`src/rtl/vec_mem_arbiter.sv`:
```
// Shares one 32-bit valid/ready memory port between the picorv32 core and picorv32_pcpi_vec.
// Vector-preferred with a bounded CPU wait; `define ARB_STATS_EN builds grant/conflict counters.
module vec_mem_arbiter #(
    parameter int unsigned VEC_BURST_MAX = 4,
    parameter int unsigned CNT_W         = 32
) (
    input  logic             clk,
    input  logic             resetn,
    input  logic             cpu_valid,
    input  logic             cpu_instr,
    input  logic [31:0]      cpu_addr,
    input  logic [31:0]      cpu_wdata,
    input  logic [3:0]       cpu_wstrb,
    output logic             cpu_ready,
    output logic [31:0]      cpu_rdata,
    input  logic             vec_valid,
    input  logic [31:0]      vec_addr,
    input  logic [31:0]      vec_wdata,
    input  logic [3:0]       vec_wstrb,
    output logic             vec_ready,
    output logic [31:0]      vec_rdata,
    output logic             m_valid,
    output logic             m_instr,
    output logic [31:0]      m_addr,
    output logic [31:0]      m_wdata,
    output logic [3:0]       m_wstrb,
    input  logic             m_ready,
    input  logic [31:0]      m_rdata,
    output logic [CNT_W-1:0] stat_cpu_grants,
    output logic [CNT_W-1:0] stat_vec_grants,
    output logic [CNT_W-1:0] stat_conflicts
);

    localparam int unsigned STREAK_W = $clog2(VEC_BURST_MAX + 1);
    localparam logic [STREAK_W-1:0] STREAK_MAX = STREAK_W'(VEC_BURST_MAX);

    typedef enum logic [1:0] {StIdle, StBusy, StResp} state_e;

    state_e              r_state, w_state_next;
    logic                r_gnt_cpu, w_gnt_cpu_next;
    logic [STREAK_W-1:0] r_streak, w_streak_next;
    logic                r_m_valid, w_m_valid_next;
    logic                r_m_instr, w_m_instr_next;
    logic [31:0]         r_m_addr, w_m_addr_next;
    logic [31:0]         r_m_wdata, w_m_wdata_next;
    logic [3:0]          r_m_wstrb, w_m_wstrb_next;
    logic                r_cpu_ready, w_cpu_ready_next;
    logic [31:0]         r_cpu_rdata, w_cpu_rdata_next;
    logic                r_vec_ready, w_vec_ready_next;
    logic [31:0]         r_vec_rdata, w_vec_rdata_next;

    logic w_grant_cpu;
    logic w_grant_vec;

    // Only meaningful in StIdle; the CPU wins a conflict once the vector streak hits the limit.
    assign w_grant_cpu = cpu_valid & (~vec_valid | (r_streak >= STREAK_MAX));
    assign w_grant_vec = vec_valid & ~w_grant_cpu;

    always_ff @(posedge clk or negedge resetn) begin
        if (!resetn) begin
            r_state     <= StIdle;
            r_gnt_cpu   <= 1'b0;
            r_streak    <= '0;
            r_m_valid   <= 1'b0;
            r_m_instr   <= 1'b0;
            r_m_addr    <= '0;
            r_m_wdata   <= '0;
            r_m_wstrb   <= '0;
            r_cpu_ready <= 1'b0;
            r_cpu_rdata <= '0;
            r_vec_ready <= 1'b0;
            r_vec_rdata <= '0;
        end else begin
            r_state     <= w_state_next;
            r_gnt_cpu   <= w_gnt_cpu_next;
            r_streak    <= w_streak_next;
            r_m_valid   <= w_m_valid_next;
            r_m_instr   <= w_m_instr_next;
            r_m_addr    <= w_m_addr_next;
            r_m_wdata   <= w_m_wdata_next;
            r_m_wstrb   <= w_m_wstrb_next;
            r_cpu_ready <= w_cpu_ready_next;
            r_cpu_rdata <= w_cpu_rdata_next;
            r_vec_ready <= w_vec_ready_next;
            r_vec_rdata <= w_vec_rdata_next;
        end
    end

    always_comb begin
        w_state_next     = r_state;
        w_gnt_cpu_next   = r_gnt_cpu;
        w_streak_next    = r_streak;
        w_m_valid_next   = r_m_valid;
        w_m_instr_next   = r_m_instr;
        w_m_addr_next    = r_m_addr;
        w_m_wdata_next   = r_m_wdata;
        w_m_wstrb_next   = r_m_wstrb;
        w_cpu_ready_next = 1'b0;
        w_cpu_rdata_next = r_cpu_rdata;
        w_vec_ready_next = 1'b0;
        w_vec_rdata_next = r_vec_rdata;

        unique case (r_state)
            StIdle: begin
                if (!cpu_valid) begin
                    w_streak_next = '0;
                end
                if (w_grant_cpu) begin
                    w_state_next   = StBusy;
                    w_gnt_cpu_next = 1'b1;
                    w_streak_next  = '0;
                    w_m_valid_next = 1'b1;
                    w_m_instr_next = cpu_instr;
                    w_m_addr_next  = cpu_addr;
                    w_m_wdata_next = cpu_wdata;
                    w_m_wstrb_next = cpu_wstrb;
                end else if (w_grant_vec) begin
                    w_state_next   = StBusy;
                    w_gnt_cpu_next = 1'b0;
                    w_m_valid_next = 1'b1;
                    w_m_instr_next = 1'b0;
                    w_m_addr_next  = vec_addr;
                    w_m_wdata_next = vec_wdata;
                    w_m_wstrb_next = vec_wstrb;
                    if (cpu_valid && (r_streak != STREAK_MAX)) begin
                        w_streak_next = r_streak + STREAK_W'(1);
                    end
                end
            end
            StBusy: begin
                if (m_ready) begin
                    w_state_next   = StResp;
                    w_m_valid_next = 1'b0;
                    if (r_gnt_cpu) begin
                        w_cpu_ready_next = 1'b1;
                        w_cpu_rdata_next = m_rdata;
                    end else begin
                        w_vec_ready_next = 1'b1;
                        w_vec_rdata_next = m_rdata;
                    end
                end
            end
            // Requesters see ready during this cycle and may drop valid; ignore them.
            StResp: begin
                w_state_next = StIdle;
            end
            default: begin
                w_state_next = StIdle;
            end
        endcase
    end

    assign cpu_ready = r_cpu_ready;
    assign cpu_rdata = r_cpu_rdata;
    assign vec_ready = r_vec_ready;
    assign vec_rdata = r_vec_rdata;
    assign m_valid   = r_m_valid;
    assign m_instr   = r_m_instr;
    assign m_addr    = r_m_addr;
    assign m_wdata   = r_m_wdata;
    assign m_wstrb   = r_m_wstrb;

`ifdef ARB_STATS_EN
    logic [CNT_W-1:0] r_stat_cpu;
    logic [CNT_W-1:0] r_stat_vec;
    logic [CNT_W-1:0] r_stat_conf;

    always_ff @(posedge clk or negedge resetn) begin
        if (!resetn) begin
            r_stat_cpu  <= '0;
            r_stat_vec  <= '0;
            r_stat_conf <= '0;
        end else if (r_state == StIdle) begin
            if (w_grant_cpu) begin
                r_stat_cpu <= r_stat_cpu + CNT_W'(1);
            end
            if (w_grant_vec) begin
                r_stat_vec <= r_stat_vec + CNT_W'(1);
            end
            if (cpu_valid && vec_valid) begin
                r_stat_conf <= r_stat_conf + CNT_W'(1);
            end
        end
    end

    assign stat_cpu_grants = r_stat_cpu;
    assign stat_vec_grants = r_stat_vec;
    assign stat_conflicts  = r_stat_conf;
`else
    assign stat_cpu_grants = '0;
    assign stat_vec_grants = '0;
    assign stat_conflicts  = '0;
`endif

endmodule
```
`config.mk`:
```
export PLATFORM = sky130hd
export DESIGN_NAME = vec_mem_arbiter
export DESIGN_NICKNAME = d
export VERILOG_FILES = /design/src/rtl/vec_mem_arbiter.sv
export SDC_FILE = /design/constraint.sdc
export NUM_CORES = 1
export LEC_CHECK = 0
export ABC_CLOCK_PERIOD_IN_PS = 3200
export CAP_MARGIN = 10
export CORE_AREA = 2 2 158 160
export DETAILED_ROUTE_END_ITERATION = 10
export DIE_AREA = 0 0 160 162
export GPL_TIMING_DRIVEN = 0
export PLACE_DENSITY_LB_ADDON = 0.15
export SETUP_SLACK_MARGIN = 0.05
export SKIP_LAST_GASP = 1
export SYNTH_ARGS = -nofsm -noshare
export SYNTH_HDL_FRONTEND = slang
export SYNTH_SLANG_ARGS = --single-unit
```
`constraint.sdc`:
```
create_clock -name clk -period 3.2 [get_ports clk]
set_input_delay 0.64 -clock clk [delete_from_list [all_inputs] [get_ports clk]]
set_output_delay 0.64 -clock clk [all_outputs]
set_load 0.03 [all_outputs]
```
==> qor.yml, run 1 <==
synth_edf_count: 0
grt_max_degree: 74
ir_drop_mv: 0.438
crit_slowest_cell: "clkdlybuf4s50_1"
ys_seq_area_frac: 0.515
fp.dieW_um: 160
startpoint_type: "flop"
drv_slew: 0
finalCritPeriodShare: 0.684
fin_ws_ns: 1.01
cts_tree: "done"
first_global_vias: 6559
path_clk_slew_ns: 0.07
fin_crit_ns: 2.19
synthDominantCellAreaShare: 0.515
fp-row-count: 57
worstReg2RegEnd: "m_wdata[9]$_DFFE_PN0P_"
fmax_mhz: 457
fin_skew_ns: 0.0122
synth_warnings: 0
reg2reg_depth: 4
cts_buffer_depth: 2
hold_path_class: "in2async"
vias_per_cell: 4.47
tightest_slew_ns: 0.802
io_pins: 406
ctsResizeCount: 0
final_layout_size_suffix_gt1_frac: 0.195
pre_cts_slack_ns: 0.571
critPathMaxFanout: 2
die-area_um2: 25900
whs_ns: 0.227
avgSynthCellArea_um2: 10.3
drtIter0Drc: 287
postCtsSetupBuffers: 0
yosys_register_bits: 142
gp_congestion: 0.827
cts.hold.buffers_added: 0
grt.total_usage: 0.186
cp_num_buf_inv: 1
ys_top_cells_by_area: "dfrtp_1, buf_4, mux2_2, a31oi_1, o21ai_0"
status: "finished, final reports clean"
synth_cell_types: 27
core_um2: 24100
htree_levels: 4
grt_pass1_wl_um: 37500
first_pass_iters: 4
numCtsBuffers: 17
initial_core_util: 0.286
relSlewSlack: 0.464
vias: 6412
leakage_nw: 4.82
grt_setup_unrepaired: "false"
slowest_delay_ns: 0.78
clk-insertion-delay-late_ns: 0.42
timing.rr.start: "r_state[0]$_DFFE_PN0P_"
worstPathCellList: "clkdlybuf4s50_1"
finalInstanceArea_um2: 11400
cp_data_arrival_time_ns: 1.55
drtAntennaViolNets: 0
setup_viol: 0
drc: 0
yosys.area.top_type: "dfrtp_1"
nets: 1266
endpoint_kind: "output port"
power_density_nw_per_um2: 965
path_class: "reg2out"
synthCells: 667
syn_area_um2: 6900
clkSinkCount: 142
critPathRequiredTime_ns: 2.56
port_buffers: 308
area_growth_pct: 64.7
synthMostInstantiatedCell: "dfrtp_1"
max_cap_viol_count: 0
dp_hpwl_um: 18800
synthArstFlopShare: 1.00
synthFlopType: "dfrtp_1"
wirelength_um: 24800
die_h_um: 162
synthTopCellsByCount: "dfrtp_1, buf_4, o21ai_0, nand3_1"
post_drt_wl_per_cell_um: 17.3
crit_family: "buffers and inverters"
dpl_cell_area_um2: 10800
cts-root-buf: "clkbuf_16"
rrSetupSlack_ns: 1.27
grt_overflow: 0
antenna_found_initial: 7
hold_violations: 0
cell families (layout without fill, tap and decap cells):
logic type	count (synthesis)	in the layout	share of synthesized area
buffers and inverters	161	502	0.147
muxes	64	64	0.104
DFF	142	142	0.515
other	1	102	0.000544
and+or+nand+nor	87	87	0.0633
adders and majority gates	2	2	0.00363
AOI/OAI and AO/OA	210	210	0.166
worst max path at each step:
| stage | from | endpoint | cells past startpoint | slack (ns) |
|---|---|---|---|---|
| after global placement | resetn | m_addr[16]$_DFFE_PN0P_ | 1 | -4.77 |
| after global routing | vec_valid | m_wdata[4]$_DFFE_PN0P_ | 6 | 0.90 |
| after detailed placement | vec_valid | m_wdata[4]$_DFFE_PN0P_ | 6 | 0.57 |
| after CTS | m_wdata[9]$_DFFE_PN0P_ | m_wdata[9] | 1 | 0.99 |
| final | m_wdata[9]$_DFFE_PN0P_ | m_wdata[9] | 1 | 1.01 |
| after floorplan | cpu_valid | m_addr[21]$_DFFE_PN0P_ | 8 | 1.38 |
through the flow:
stage          TNS [ns]  instances   util  power [mW]
6_report              0       1433  0.471        11.0
5_1_grt               0       1432  0.471        11.6
4_1_cts               0       1427  0.471        11.1
3_5_place_dp          0       1395  0.447        9.05
3_3_place_gp    -676.08       1394  0.446        9.02
2_1_floorplan         0        762      -        6.49
registers in the layout, indices dropped and copies added, names as in the netlist:
name,cells
cpu_rdata,32
m_addr,32
m_wdata,32
vec_rdata,32
m_wstrb,4
r_streak,3
r_state,2
cpu_ready,1
m_instr,1
m_valid,1
r_gnt_cpu,1
vec_ready,1
cell usage in the layout, fill, tap and decap left out, types with 4 or more instances in the layout:
cell type,count
clkbuf_1,40
dfrtp_1,142
a31oi_1,68
clkbuf_16,17
inv_6,6
nand2_1,6
clkdlybuf4s50_1,307
clkinvlp_4,4
mux2_2,64
buf_4,97
a21oi_1,68
nand3_1,70
buf_6,5
buf_2,14
inv_1,4
diode_2,6
conb_1,96
o21ai_0,72
power by group:
group,switching (mW),internal (mW),total (mW)
combinational,3.35,2.48,5.84
sequential,0.460,2.69,3.14
clock,0.883,1.10,1.98
total,4.69,6.27,11.0
final cells by class:
cell class	count	area, um^2
clock buffers	17	425
diodes	6	15.0
inverters	5	18.8
multi-input cells	459	2690
plain buffers	156	997
fillers	2383	12700
clock inverters	15	149
well taps	324	405
flip-flops and latches	142	3550
repair buffers	309	3110
routing by layer:
| layer | track usage | share of wire | up-vias | wire length, um |
|---|---|---|---|---|
| li1 | - | - | 3056 | - |
| met1 | 0.218 | 0.39 | 3043 | 9710 |
| met2 | 0.308 | 0.49 | 286 | 12100 |
| met3 | 0.0748 | 0.096 | 27 | 2370 |
| met4 | 0.0700 | 0.022 | 0 | 542 |
| met5 | 0 | 0 | - | 0 |
No activity file was read; power rests on OpenSTA's default activity.
==> inputs of run 2 (changes only) <==
--- a/config.mk
+++ b/config.mk
@@ -5,11 +5,11 @@
 export SDC_FILE = /design/constraint.sdc
 export NUM_CORES = 1
 export LEC_CHECK = 0
-export ABC_CLOCK_PERIOD_IN_PS = 3200
+export ABC_CLOCK_PERIOD_IN_PS = 2200
 export CAP_MARGIN = 10
-export CORE_AREA = 2 2 158 160
+export CORE_AREA = 2 2 160 162
 export DETAILED_ROUTE_END_ITERATION = 10
-export DIE_AREA = 0 0 160 162
+export DIE_AREA = 0 0 162 164
 export GPL_TIMING_DRIVEN = 0
 export PLACE_DENSITY_LB_ADDON = 0.15
 export SETUP_SLACK_MARGIN = 0.05
==> constraint.sdc (replaced) <==
create_clock -name clk -period 2.2 [get_ports clk]
set_input_delay 0.44 -clock clk [delete_from_list [all_inputs] [get_ports clk]]
set_output_delay 0.44 -clock clk [all_outputs]
set_load 0.03 [all_outputs]
==> run 2 against run 1 <==
Cell area up 0.20%. Setup slack worse by 0.80 ns. Hold slack worse by 0.20 ns. Sequential share of layout area down 0.062 points. Clock power up 50%. Die area up 2.5%. Global-route usage about the same. Critical path type unchanged. Critical endpoint is now m_addr[8].
==> qor.yml, run 2 (same netlist as run 1, synthesis figures left out) <==
clkPwrFrac: 0.185  # was 0.181
wirelength_um: 25000  # was 24,800 um
core_um2: 24800  # was 24,100 um^2
worstPathCellList: "clkdlybuf4s50_1"  # unchanged
drtIter0Drc: 271  # was 287
fp.dieW_um: 162  # was 160 um
path_clk_slew_ns: 0.06  # was 0.07 ns
drtAntennaViolNets: 0  # unchanged
grt_max_degree: 73  # was 74
first_pass_iters: 4  # unchanged
rrSetupSlack_ns: 0.28  # was 1.27 ns
p_int_mw: 9.25  # was 6.27 mW
layout_common_cells: "clkdlybuf4s50_1, dfrtp_1, buf_4"  # unchanged
relSlewSlack: 0.529  # was 0.464
timing.rr.start: "r_state[1]$_DFFE_PN0P_"  # was r_state[0]$_DFFE_PN0P_
endpoint_kind: "output port"  # unchanged
vias_per_cell: 4.40  # was 4.47
grt_pass1_wl_um: 37600  # was 37,500 um
fin_util: 0.459  # was 0.471
grt_overflow: 0  # unchanged
critPathMaxFanout: 2  # unchanged
vias: 6315  # was 6,412
ir_drop_mv: 0.572  # was 0.438 mV
fp-row-count: 58  # was 57
comb_power_share: 0.528  # was 0.532
antenna_found_initial: 3  # was 7
cts_tree: "done"  # unchanged
crit_slowest_cell: "clkdlybuf4s50_1"  # unchanged
hold_violations: 0  # unchanged
power_density_nw_per_um2: 1410  # was 965 nW/um^2
crit_family: "buffers and inverters"  # unchanged
post_drt_wl_per_cell_um: 17.4  # was 17.3 um
cts_buffer_depth: 2  # unchanged
ff_latch_area_um2: 3550  # unchanged
initial_core_util: 0.278  # was 0.286
port_buffers: 308  # unchanged
clkSinkCount: 142  # unchanged
critPathRequiredTime_ns: 1.76  # was 2.56 ns
swShare: 0.423  # was 0.428
p_switching_mw: 6.79  # was 4.69 mW
final_layout_size_suffix_gt1_frac: 0.196  # was 0.195
fill_cells: 2454  # was 2,383
fin_crit_ns: 1.99
leakage_nw: 4.84  # was 4.82 nW
multi_input_area_um2: 2690  # about the same
final_common_cell: "clkdlybuf4s50_1"  # unchanged
reg2reg_depth: 4  # unchanged
nets: 1266  # unchanged
die_h_um: 164  # was 162 um
cp_num_buf_inv: 1  # unchanged
worstReg2RegEnd: "vec_rdata[30]$_DFFE_PN0P_"  # was m_wdata[9]$_DFFE_PN0P_
finalCritPeriodShare: 0.903
drv_slew: 0  # unchanged
die-area_um2: 26600  # was 25,900 um^2
io_pins: 406  # unchanged
setup_viol: 0  # unchanged
dp_hpwl_um: 18800  # about the same
max_cap_viol_count: 0  # unchanged
gp_congestion: 0.778  # was 0.827
htree_levels: 4  # unchanged
hold_path_class: "in2async"  # unchanged
startpoint_type: "flop"  # unchanged
cts-root-buf: "clkbuf_16"  # unchanged
fin_skew_ns: 0.0123  # was 0.0122 ns
grt.total_usage: 0.187  # was 0.186
tightest_slew_ns: 0.706  # was 0.802 ns
fmax_mhz: 503
numCtsBuffers: 17  # unchanged
clk-insertion-delay-late_ns: 0.42  # about the same
power_mw: 16.0  # was 11.0 mW
area_growth_pct: 65.0  # was 64.7%
status: "finished, final reports clean"  # unchanged
drc: 0  # unchanged
cp_data_arrival_time_ns: 1.55  # about the same
path_class: "reg2out"  # unchanged
p_seq_frac: 0.287  # about the same
whs_ns: 0.0222  # was 0.227 ns
slowest_delay_ns: 0.72  # was 0.78 ns
grt_setup_unrepaired: "false"  # unchanged
first_global_vias: 6364  # was 6,559
==> run 2: cell types whose count changed in the layout (fill, tap and decap cells not counted) <==
cell	delta
clkbuf_8	+1
clkinvlp_4	-2
bufinv_16	+1
nor2_1	-1
inv_8	-1
clkinv_4	+1
nor2_2	+1
clkbuf_2	+1
inv_6	-1
diode_2	-4
==> run 2: power groups by stage <==
stage | Sequential, mW | Clock, mW | Combinational (mW)
floorplan | 7.07 | 0 | 2.37
finish | 4.60 | 2.97 | 8.47
CTS | 4.61 | 3.06 | 8.58
detailed placement | 4.63 | 0 | 8.58
global placement | 4.60 | 0 | 8.56
global route | 4.78 | 3.16 | 9.03
==> run 2: per-layer routing <==
layer	vias to the layer above	global-route usage	part of all wire
met1	2977	0.218	0.39
met2	263	0.321	0.50
met5	-	0	0
met3	22	0.0722	0.097
met4	0	0.0507	0.014
li1	3053	-	-
==> run 2: repair_timing <==
| item | CTS | global route |
|---|---|---|
| buffers inserted | 0 | 0 |
| hold buffers | 0 | 0 |
| setup endpoints to repair | 0 | 4 |
| resized for setup | 0 | 3 |
| endpoints found under the hold margin | 0 | 0 |
==> run 2: worst max path at each step <==
stage / startpoint / to / slack [ns] / cells after the start
finish: m_addr[8]$_DFFE_PN0P_ / m_addr[8] / 0.21 / 1
global placement: resetn / m_addr[20]$_DFFE_PN0P_ / -5.59 / 1
CTS: r_state[0]$_DFFE_PN0P_ / m_wstrb[1]$_DFFE_PN0P_ / 0.15 / 6
floorplan: cpu_valid / m_addr[21]$_DFFE_PN0P_ / 0.58 / 8
global route: r_state[1]$_DFFE_PN0P_ / vec_rdata[14]$_DFFE_PN0P_ / 0.14 / 4
detailed placement: vec_valid / m_wdata[21]$_DFFE_PN0P_ / -0.26 / 6
==> run 2: per-stage QoR <==
step	setup slack (ns)	cells	TNS, ns	instance area (um^2)
4_1_cts	0.149	1433	0	11400
2_1_floorplan	0.578	762	0	7250
3_3_place_gp	-5.59	1400	-806.25	10800
6_report	0.213	1435	0	11400
3_5_place_dp	-0.257	1401	-20.35	10800
5_1_grt	0.141	1434	0	11400
==> run 2: final cells by class <==
class	instances	share of cell area
sequential	142	0.312
timing repair buffer	309	0.273
multi-input combinational	459	0.236
buffer	156	0.0877
clock buffer	19	0.0389
tap	330	0.0363
clock inverter	13	0.0134
inverter	5	0.00165
antenna	2	0.000440
==> inputs of run 3 (changes only) <==
--- a/config.mk
+++ b/config.mk
@@ -7,9 +7,10 @@
 export LEC_CHECK = 0
 export ABC_CLOCK_PERIOD_IN_PS = 2200
 export CAP_MARGIN = 10
-export CORE_AREA = 2 2 160 162
+export CELL_PAD_IN_SITES_DETAIL_PLACEMENT = 1
+export CELL_PAD_IN_SITES_GLOBAL_PLACEMENT = 1
+export CORE_UTILIZATION = 27
 export DETAILED_ROUTE_END_ITERATION = 10
-export DIE_AREA = 0 0 162 164
 export GPL_TIMING_DRIVEN = 0
 export PLACE_DENSITY_LB_ADDON = 0.15
 export SETUP_SLACK_MARGIN = 0.05
==> run 3 against run 2 <==
Flip-flop and latch count unchanged. Setup slack got worse by 0.014 ns. Critical path type unchanged. Power about the same. Critical endpoint is now m_wdata[9]. Global-route usage increased by 0.88 points. Critical path depth stayed put. Largest cell class unchanged. Hold slack better by 0.0046 ns. Combinational power is 0.8% higher. Sequential share of layout area hardly changed. Sequential power barely moved.
==> qor.yml, run 3 (same netlist as run 1, synthesis figures left out) <==
leakage_nw: 4.84  # about the same
clk-insertion-delay-late_ns: 0.43  # was 0.42 ns
hold_violations: 0  # unchanged
clkSinkCount: 142  # unchanged
place_inst: 1401  # unchanged
startpoint_type: "flop"  # unchanged
htree_levels: 4  # unchanged
post_drt_wl_per_cell_um: 17.8  # was 17.4 um
p_switching_mw: 6.88  # was 6.79 mW
postCtsSetupBuffers: 0  # unchanged
endpoint_kind: "output port"  # unchanged
fmax_mhz: 500  # was 503 MHz
finalInstanceArea_um2: 11400  # about the same
cp_num_buf_inv: 1  # unchanged
p_int_mw: 9.15  # was 9.25 mW
wl_met3_um: 2170  # was 2410 um
grt.total_usage: 0.195  # was 0.187
fin_util: 0.453  # was 0.459
cp_data_arrival_time_ns: 1.56  # was 1.55 ns
path_clk_slew_ns: 0.07  # was 0.06 ns
fp.dieW_um: 162  # about the same
cts_buffer_depth: 2  # unchanged
first_global_vias: 6623  # was 6,364
cts_tree: "done"  # unchanged
hold_path_class: "in2async"  # unchanged
fill_cells: 2890  # was 2,454
core_um2: 25100  # was 24,800 um^2
layout_common_cells: "clkdlybuf4s50_1, dfrtp_1, buf_4"  # unchanged
worstPathCellList: "clkdlybuf4s50_1"  # unchanged
power_density_nw_per_um2: 1410  # about the same
drv_slew: 0  # unchanged
die-area_um2: 26200  # was 26,600 um^2
critPathRequiredTime_ns: 1.76  # about the same
relSlewSlack: 0.546  # was 0.529
initial_core_util: 0.275  # was 0.278
pre_cts_slack_ns: -0.325  # was -0.257 ns
cts.hold.buffers_added: 0  # unchanged
top_layer_used: "met5"  # was met4
fin_skew_ns: 0.0139  # was 0.0123 ns
max_cap_viol_count: 0  # unchanged
ir_drop_mv: 0.636  # was 0.572 mV
die_h_um: 162  # was 164 um
area_growth_pct: 64.9  # was 65.0%
swShare: 0.429  # was 0.423
wirelength_um: 25500  # was 25,000 um
gp_congestion: 0.766  # was 0.778
io_pins: 406  # unchanged
status: "finished, final reports clean"  # unchanged
drc: 0  # unchanged
wl_met2_um: 12700  # was 12,400 um
ff_latch_area_um2: 3550  # unchanged
antenna_found_initial: 3  # unchanged
wl_met1_um: 10200  # was 9780 um
final_common_cell: "clkdlybuf4s50_1"  # unchanged
final_layout_size_suffix_gt1_frac: 0.197  # was 0.196
vias: 6403  # was 6,315
setup_viol: 0  # unchanged
comb_power_share: 0.533  # was 0.528
multi_input_area_um2: 2690  # unchanged
drtAntennaViolNets: 0  # unchanged
crit_family: "buffers and inverters"  # unchanged
slowest_delay_ns: 0.78  # was 0.72 ns
cts-root-buf: "clkbuf_16"  # unchanged
grt_pass1_wl_um: 38800  # was 37,600 um
finalCritPeriodShare: 0.910  # was 0.903
stdcell_count: 1435  # unchanged
p_seq_frac: 0.286  # was 0.287
whs_ns: 0.0268  # was 0.0222 ns
critPathMaxFanout: 2  # unchanged
numCtsBuffers: 17  # unchanged
crit_slowest_cell: "clkdlybuf4s50_1"  # unchanged
nets: 1266  # unchanged
grt_max_degree: 73  # unchanged
fp-row-count: 58  # unchanged
vias_per_cell: 4.46  # was 4.40
grt_overflow: 0  # unchanged
first_pass_iters: 4  # unchanged
port_buffers: 308  # unchanged
path_class: "reg2out"  # unchanged
setup_tns_ns: 0  # unchanged
dpl_cell_area_um2: 10800  # unchanged
grt_setup_unrepaired: "false"  # unchanged
tightest_slew_ns: 0.681  # was 0.706 ns
dp_hpwl_um: 19400  # was 18,800 um
clkPwrFrac: 0.181  # was 0.185
power_mw: 16.0  # about the same
fin_ws_ns: 0.199  # was 0.213 ns
fin_crit_ns: 2.00  # was 1.99 ns
drtIter0Drc: 253  # was 271
## run 3: changes by cell type in the layout (fill, tap and decap cells not counted)
cell / delta
clkbuf_1: -1
clkinv_2: -1
inv_6: -1
inv_8: +2
clkinv_4: +2
bufinv_16: -1
## run 3: layout make-up
class,count,area share
tap,330,0.0363
sequential,142,0.312
antenna,2,0.000440
clock inverter,14,0.0131
inverter,5,0.00165
timing repair buffer,309,0.274
clock buffer,18,0.0386
buffer,156,0.0878
multi-input combinational,459,0.236
## run 3: worst reg2reg max path: stages, from the launching register on
cell,delay [ns]
dfrtp_1,0.41
nand3b_1,0.21
nor2_1,0.39
buf_2,0.36
mux2_2,0.38
## run 3: final timing paths
check	startpoint	endpoint	slack, ns	cells after the start
worst max-delay path	m_wdata[9]$_DFFE_PN0P_	m_wdata[9]	0.20	1
worst min-delay path	resetn	vec_rdata[9]$_DFFE_PN0P_	0.03	1
worst max register to register	r_state[1]$_DFFE_PN0P_	vec_rdata[12]$_DFFE_PN0P_	0.34	4
worst min register to register	m_valid$_DFFE_PN0P_	m_valid$_DFFE_PN0P_	0.49	2
max in group asynchronous	resetn	m_addr[3]$_DFFE_PN0P_	1.36	2
min in group clk	cpu_valid	m_wdata[8]$_DFFE_PN0P_	0.41	3
## run 3: power groups by stage
stage / combinational (mW) / sequential [mW] / clock, mW
4_1_cts: 8.65 / 4.60 / 2.98
2_1_floorplan: 2.37 / 7.07 / 0
5_1_grt: 9.04 / 4.76 / 3.10
3_3_place_gp: 8.59 / 4.58 / 0
3_5_place_dp: 8.63 / 4.63 / 0
6_report: 8.54 / 4.59 / 2.90
## run 3: timing repair
item,4_1_cts,5_1_grt
endpoints found under the setup margin,1,5
gates cloned,0,0
gates resized for setup,1,2
endpoints found under the hold margin,0,0
## run 3: routing by layer
metal	global-route usage	vias up
met3	0.0697	25
met1	0.233	3081
met5	0	-
met2	0.328	250
li1	-	3045
met4	0.0600	2
